### config.mk
export PLATFORM = sky130hd
export DESIGN_NAME = fetch_dispatch_fsm
export DESIGN_NICKNAME = d
export VERILOG_FILES = /design/src/rtl/fetch_dispatch_fsm.sv
export SDC_FILE = /design/constraint.sdc
export NUM_CORES = 1
export LEC_CHECK = 0
export ABC_AREA = 1
export BUFFER_PORTS_ARGS = -buffer_cell sky130_fd_sc_hd__buf_4
export CAP_MARGIN = 20
export CORE_MARGIN = 3
export CORE_UTILIZATION = 49
export CTS_CLUSTER_SIZE = 40
export DETAILED_ROUTE_END_ITERATION = 7
export GPL_TIMING_DRIVEN = 1
export PLACE_DENSITY = 0.78
export SYNTH_ARGS = -nofsm -noshare
export SYNTH_HDL_FRONTEND = slang
export SYNTH_SLANG_ARGS = --single-unit
### constraint.sdc
create_clock -name clk -period 2.5 [get_ports clk]
set_clock_uncertainty 0.05 [all_clocks]
set_input_delay 0.375 -clock clk [delete_from_list [all_inputs] [get_ports clk]]
set_output_delay 0.375 -clock clk [all_outputs]
set_load 0.02 [all_outputs]
### src/rtl/fetch_dispatch_fsm.sv
// Fetch/decode/dispatch controller: loads one instruction into IR, hands it to the ALU or external
// execute FSM, waits for completion under a timeout, then clears IR before the next fetch.
module fetch_dispatch_fsm #(
    parameter int IW      = 16,
    parameter int TIMEOUT = 32
) (
    input  logic          clk,
    input  logic          rst,
    input  logic          en,
    input  logic [IW-1:0] mem_data,
    input  logic          mem_ready,
    input  logic          alu_done,
    input  logic          ex_done,
    output logic          PC_out,
    output logic          MAR_in,
    output logic          mem_rd,
    output logic          PC_inc,
    output logic [IW-1:0] IR,
    output logic          ex_start,
    output logic          busy,
    output logic          halted,
    output logic          err
);
    localparam int CW = $clog2(TIMEOUT + 1);

    localparam logic [2:0] S_IDLE       = 3'd0;
    localparam logic [2:0] S_FETCH_ADDR = 3'd1;
    localparam logic [2:0] S_FETCH_WAIT = 3'd2;
    localparam logic [2:0] S_DECODE     = 3'd3;
    localparam logic [2:0] S_WAIT_ALU   = 3'd4;
    localparam logic [2:0] S_WAIT_EX    = 3'd5;
    localparam logic [2:0] S_CLEAR      = 3'd6;
    localparam logic [2:0] S_HALT       = 3'd7;

    logic [2:0]    r_state;
    logic [2:0]    w_state_nxt;
    logic [CW-1:0] r_cnt;
    logic [IW-1:0] r_ir;
    logic          r_err;
    logic [3:0]    w_op;
    logic          w_in_wait;
    logic          w_event;
    logic          w_cnt_max;
    logic          w_timeout_fire;
    logic          w_cnt_clr;

    // Opcodes 1001-1111 belong to the ALU FSM.
    function automatic logic is_alu_op(input logic [3:0] op);
        return op[3] && (op[2:0] != 3'b000);
    endfunction

    // Opcodes 0001-0111 belong to the external execute FSM.
    function automatic logic is_ex_op(input logic [3:0] op);
        return !op[3] && (op[2:0] != 3'b000);
    endfunction

    assign w_op      = r_ir[IW-1 -: 4];
    assign w_cnt_max = (r_cnt == CW'(TIMEOUT - 1));

    // Identify the wait states and the completion event each one listens to.
    always_comb begin
        w_in_wait = 1'b0;
        w_event   = 1'b0;
        case (r_state)
            S_FETCH_WAIT: begin w_in_wait = 1'b1; w_event = mem_ready; end
            S_WAIT_ALU:   begin w_in_wait = 1'b1; w_event = alu_done;  end
            S_WAIT_EX:    begin w_in_wait = 1'b1; w_event = ex_done;   end
            default:      begin w_in_wait = 1'b0; w_event = 1'b0;      end
        endcase
    end

    // A completion event on the last allowed cycle wins over the timeout.
    assign w_timeout_fire = w_in_wait && w_cnt_max && !w_event;

    // Next-state logic.
    always_comb begin
        w_state_nxt = r_state;
        case (r_state)
            S_IDLE:       if (en) w_state_nxt = S_FETCH_ADDR; else w_state_nxt = S_IDLE;
            S_FETCH_ADDR: w_state_nxt = S_FETCH_WAIT;
            S_FETCH_WAIT: if (mem_ready)           w_state_nxt = S_DECODE;
                          else if (w_timeout_fire) w_state_nxt = S_CLEAR;
                          else                     w_state_nxt = S_FETCH_WAIT;
            S_DECODE:     if (is_alu_op(w_op))     w_state_nxt = S_WAIT_ALU;
                          else if (is_ex_op(w_op)) w_state_nxt = S_WAIT_EX;
                          else if (w_op[3])        w_state_nxt = S_HALT;
                          else                     w_state_nxt = S_CLEAR;
            S_WAIT_ALU:   if (alu_done || w_timeout_fire) w_state_nxt = S_CLEAR;
                          else                            w_state_nxt = S_WAIT_ALU;
            S_WAIT_EX:    if (ex_done || w_timeout_fire)  w_state_nxt = S_CLEAR;
                          else                            w_state_nxt = S_WAIT_EX;
            S_CLEAR:      if (en) w_state_nxt = S_FETCH_ADDR; else w_state_nxt = S_IDLE;
            S_HALT:       w_state_nxt = S_HALT;
            default:      w_state_nxt = S_IDLE;
        endcase
    end

    assign w_cnt_clr = (w_state_nxt != r_state) &&
                       ((w_state_nxt == S_FETCH_WAIT) || (w_state_nxt == S_WAIT_ALU) ||
                        (w_state_nxt == S_WAIT_EX));

    // State register.
    always_ff @(posedge clk or negedge rst) begin
        if (!rst) r_state <= S_IDLE;
        else      r_state <= w_state_nxt;
    end

    // Wait-state cycle counter, restarted on every wait-state entry.
    always_ff @(posedge clk or negedge rst) begin
        if (!rst)           r_cnt <= {CW{1'b0}};
        else if (w_cnt_clr) r_cnt <= {CW{1'b0}};
        else if (w_in_wait) r_cnt <= r_cnt + CW'(1);
        else                r_cnt <= r_cnt;
    end

    // Instruction register: loaded on read data, zeroed in CLEAR, otherwise held.
    always_ff @(posedge clk or negedge rst) begin
        if (!rst)                                         r_ir <= {IW{1'b0}};
        else if ((r_state == S_FETCH_WAIT) && mem_ready)  r_ir <= mem_data;
        else if (r_state == S_CLEAR)                      r_ir <= {IW{1'b0}};
        else                                              r_ir <= r_ir;
    end

    // Sticky timeout flag.
    always_ff @(posedge clk or negedge rst) begin
        if (!rst)                r_err <= 1'b0;
        else if (w_timeout_fire) r_err <= 1'b1;
        else                     r_err <= r_err;
    end

    assign PC_out   = (r_state == S_FETCH_ADDR);
    assign MAR_in   = (r_state == S_FETCH_ADDR);
    assign mem_rd   = (r_state == S_FETCH_WAIT);
    assign PC_inc   = (r_state == S_DECODE) && (w_op == 4'b0000);
    assign ex_start = (r_state == S_DECODE) && is_ex_op(w_op);
    assign busy     = (r_state != S_IDLE) && (r_state != S_HALT);
    assign halted   = (r_state == S_HALT);
    assign IR       = r_ir;
    assign err      = r_err;

endmodule

==> flow_summary.toml <==
[finish]
regArea_um2 = 651
multi_input_area_um2 = 628
fillers = 214
finalNetCount = 251
area_growth_pct = 31.1
diodes = 0
layout-drive-gt1-share_pct = 28.0

[timing]
worst_pin_slew_ps = 453
final.setup.tns_ps = 0
hold_violations = 0
max_clock_freq_mhz = 495
rsz0062_at_grt = "no"
min_period_ps = 2020
slew_viol_final = 0
finalCritPeriodShare_pct = 80.8
max_slew_margin_pct = 69.8
setup_viol = 0

[worst_setup_path]
cp_max_fo = 11
cp_slowest_cell = "dfrtp_1"
path_cells = "inv_1 -> nand3_1 -> nand2_2 -> nand2_1 -> inv_2 -> nand2_2 -> nand3_1 -> nand3_1 -> a21oi_2 -> a21oi_1"
r2r-start = "r_state[2]"
cp.required_ps = 2660
crit_top_cell = "nand3_1"
slowest_delay_ps = 520
crit_path_end = "r_cnt[1]"
critPathTopFamily = "simple AND/OR/NAND/NOR gates"
crit_cells = 10
reg2reg_setup_slack_ps = 480
rr_worst_depth = 10
startpoint_type = "flop"
path_buf_inv = 2
cp-end-kind = "flop"
r2r-end = "r_cnt[1]"
worstSetupPathType = "flop to flop"
setup.worst_path.start = "r_state[2]"
critPathArrivalTime_ps = 2180

[global_route]
grt_pass1_wl_um = 5710
grt_max_degree = 27
grt_pass1_vias = 1322
grt_overflow = 0
grt_use_total_pct = 21.2
antenna_found_initial = 0

[cts]
cts-root-buf = "clkbuf_4"
clock-sinks = 26
cts_buffers = 3
postCtsSetupRepairBufs = 0
clkSlewWorstSetupHoldPaths_ps = 140
ctsHtreeMaxLevel = 1
insertion_delay_ps = 320
cts_tree = "yes"
cts_buffer_depth = 2

[route]
vias_per_cell = 5.11
vias = 1302
wl_um = 3330
drc = 0
antenna_left = 0
wire_per_inst_um = 13.0
drtIter0Drc = 63
dr.pass1.iters = 6

[yosys]
ys.flop_type = "dfrtp_1"
netlist_area_um2 = 1380
yosysWarnings = 0
yosysTopAreaCell = "dfrtp_1"
synth-edff-count = 0
avgSynthCellArea_um2 = 7.76
synthCells = 178
syn-num-nets = 203
ys_top_cells_by_area = "dfrtp_1, nand2_1, nand3_1"
synth_common_cells = "nand2_1, dfrtp_1, nand3_1, nor2_1, inv_1"
yosysUniqueCellTypes = 24
synth-seq-cells = 26
synth_most_common_cell = "nand2_1"
synth_top_area_share_pct = 47.1
async_reset_ff_share_pct = 100
ys_seq_area_share_pct = 47.1

[die]
pin_count = 46
die-height_um = 59.1
die_w_um = 59.1
start_util_pct = 53.8
core_area_um2 = 2570
row_count = 18
dieArea_um2 = 3490

[place]
port_buffers = 45
place_hpwl_um = 2610
gp_congestion = 0.914

[worst_hold_path]
min_path_cells = 3
hold_class = "input port to flop"

[power]
irDropWorstVdd_mv = 0.795
power.leakage_nw = 1.00
power_density_nw_per_um2 = 1210
finalPower_mw = 2.20

[job]
max_cap_violations = 0

[outcome]
run_status = "completed"
-- metal layers --
layer  track usage [%]  routed length, um
met1              27.5               1480
met2              36.0               1570
met3              3.05                228
met4              7.44                 47
met5                 0                  0
-- worst reg2reg max path: stages (launching register included) --
cell	delay [ps]
dfrtp_1	520
inv_1	200
nand3_1	200
nand2_2	160
nand2_1	80
inv_2	80
nand2_2	70
nand3_1	90
nand3_1	110
a21oi_2	260
a21oi_1	100
-- worst min path at each step --
stage / endpoint / from / slack [ps]
detailed placement: IR[10] / rst / 250
CTS: IR[10] / mem_data[10] / 190
floorplan: IR[0] / rst / 30
finish: IR[7] / mem_data[7] / 200
global route: IR[6] / mem_data[6] / 180
global placement: IR[10] / rst / 240
-- final cells by class --
type | instances | share of cell area, %
clock buffers | 3 | 1.24
clock inverters | 1 | 1.66
inverters | 21 | 4.35
multi-input cells | 126 | 34.7
flip-flops and latches | 26 | 35.9
well taps | 30 | 2.07
repair buffers | 48 | 20.0
-- registers in the layout, summed over array words and instances (netlist names) --
register  cells
IR           16
r_state       3
r_cnt         6
err           1
-- metrics by stage --
stage	area [um2]	setup slack (ps)	hold slack, ps	cells	utilization (%)
floorplan	1380	670	29.4	178	-
global placement	1750	597	245	250	68.1
detailed placement	1750	536	246	250	68.1
CTS	1810	489	187	255	70.5
global route	1810	269	184	255	70.5
finish	1810	479	197	255	70.5
-- power by group --
group / switching (mW) / leakage (nW) / total [mW] / internal [mW]
clock: 0.121 / 0.0279 / 0.283 / 0.162
sequential: 0.128 / 0.335 / 0.686 / 0.558
combinational: 0.772 / 0.639 / 1.23 / 0.457
total: 1.02 / 1.00 / 2.20 / 1.18
-- repair_timing --
action	4_1_cts	5_1_grt
hold endpoints to repair	26	0
hold buffers	1	0
gates resized for setup	0	0
-- placed cells by master (no fill, tap or decap), drive strengths merged, types with 2 or more instances in the layout --
cell type and n:
nor2 17, xnor2 2, a21oi 10, clkbuf 3
nand2 52, nor3 2, nand4 4, nand3 24
a21boi 2, o21ai 5, buf 47, inv 21
ha 3, dfrtp 26, xor2 3
-- cell families (layout without fill, tap and decap cells) --
group                      count (synthesis)  in the layout  share of synthesized area (%)
and+or+nand+nor                           99             99                           31.5
DFF                                       26             26                           47.1
buffers and inverters                     26             73                           7.43
AOI/OAI and AO/OA                         18             18                           7.34
xor gates and xnor gates                   5              5                           3.17
adders and majority gates                  3              3                           2.72
muxes                                      1              1                          0.725
No activity file was read; power rests on OpenSTA's default activity.
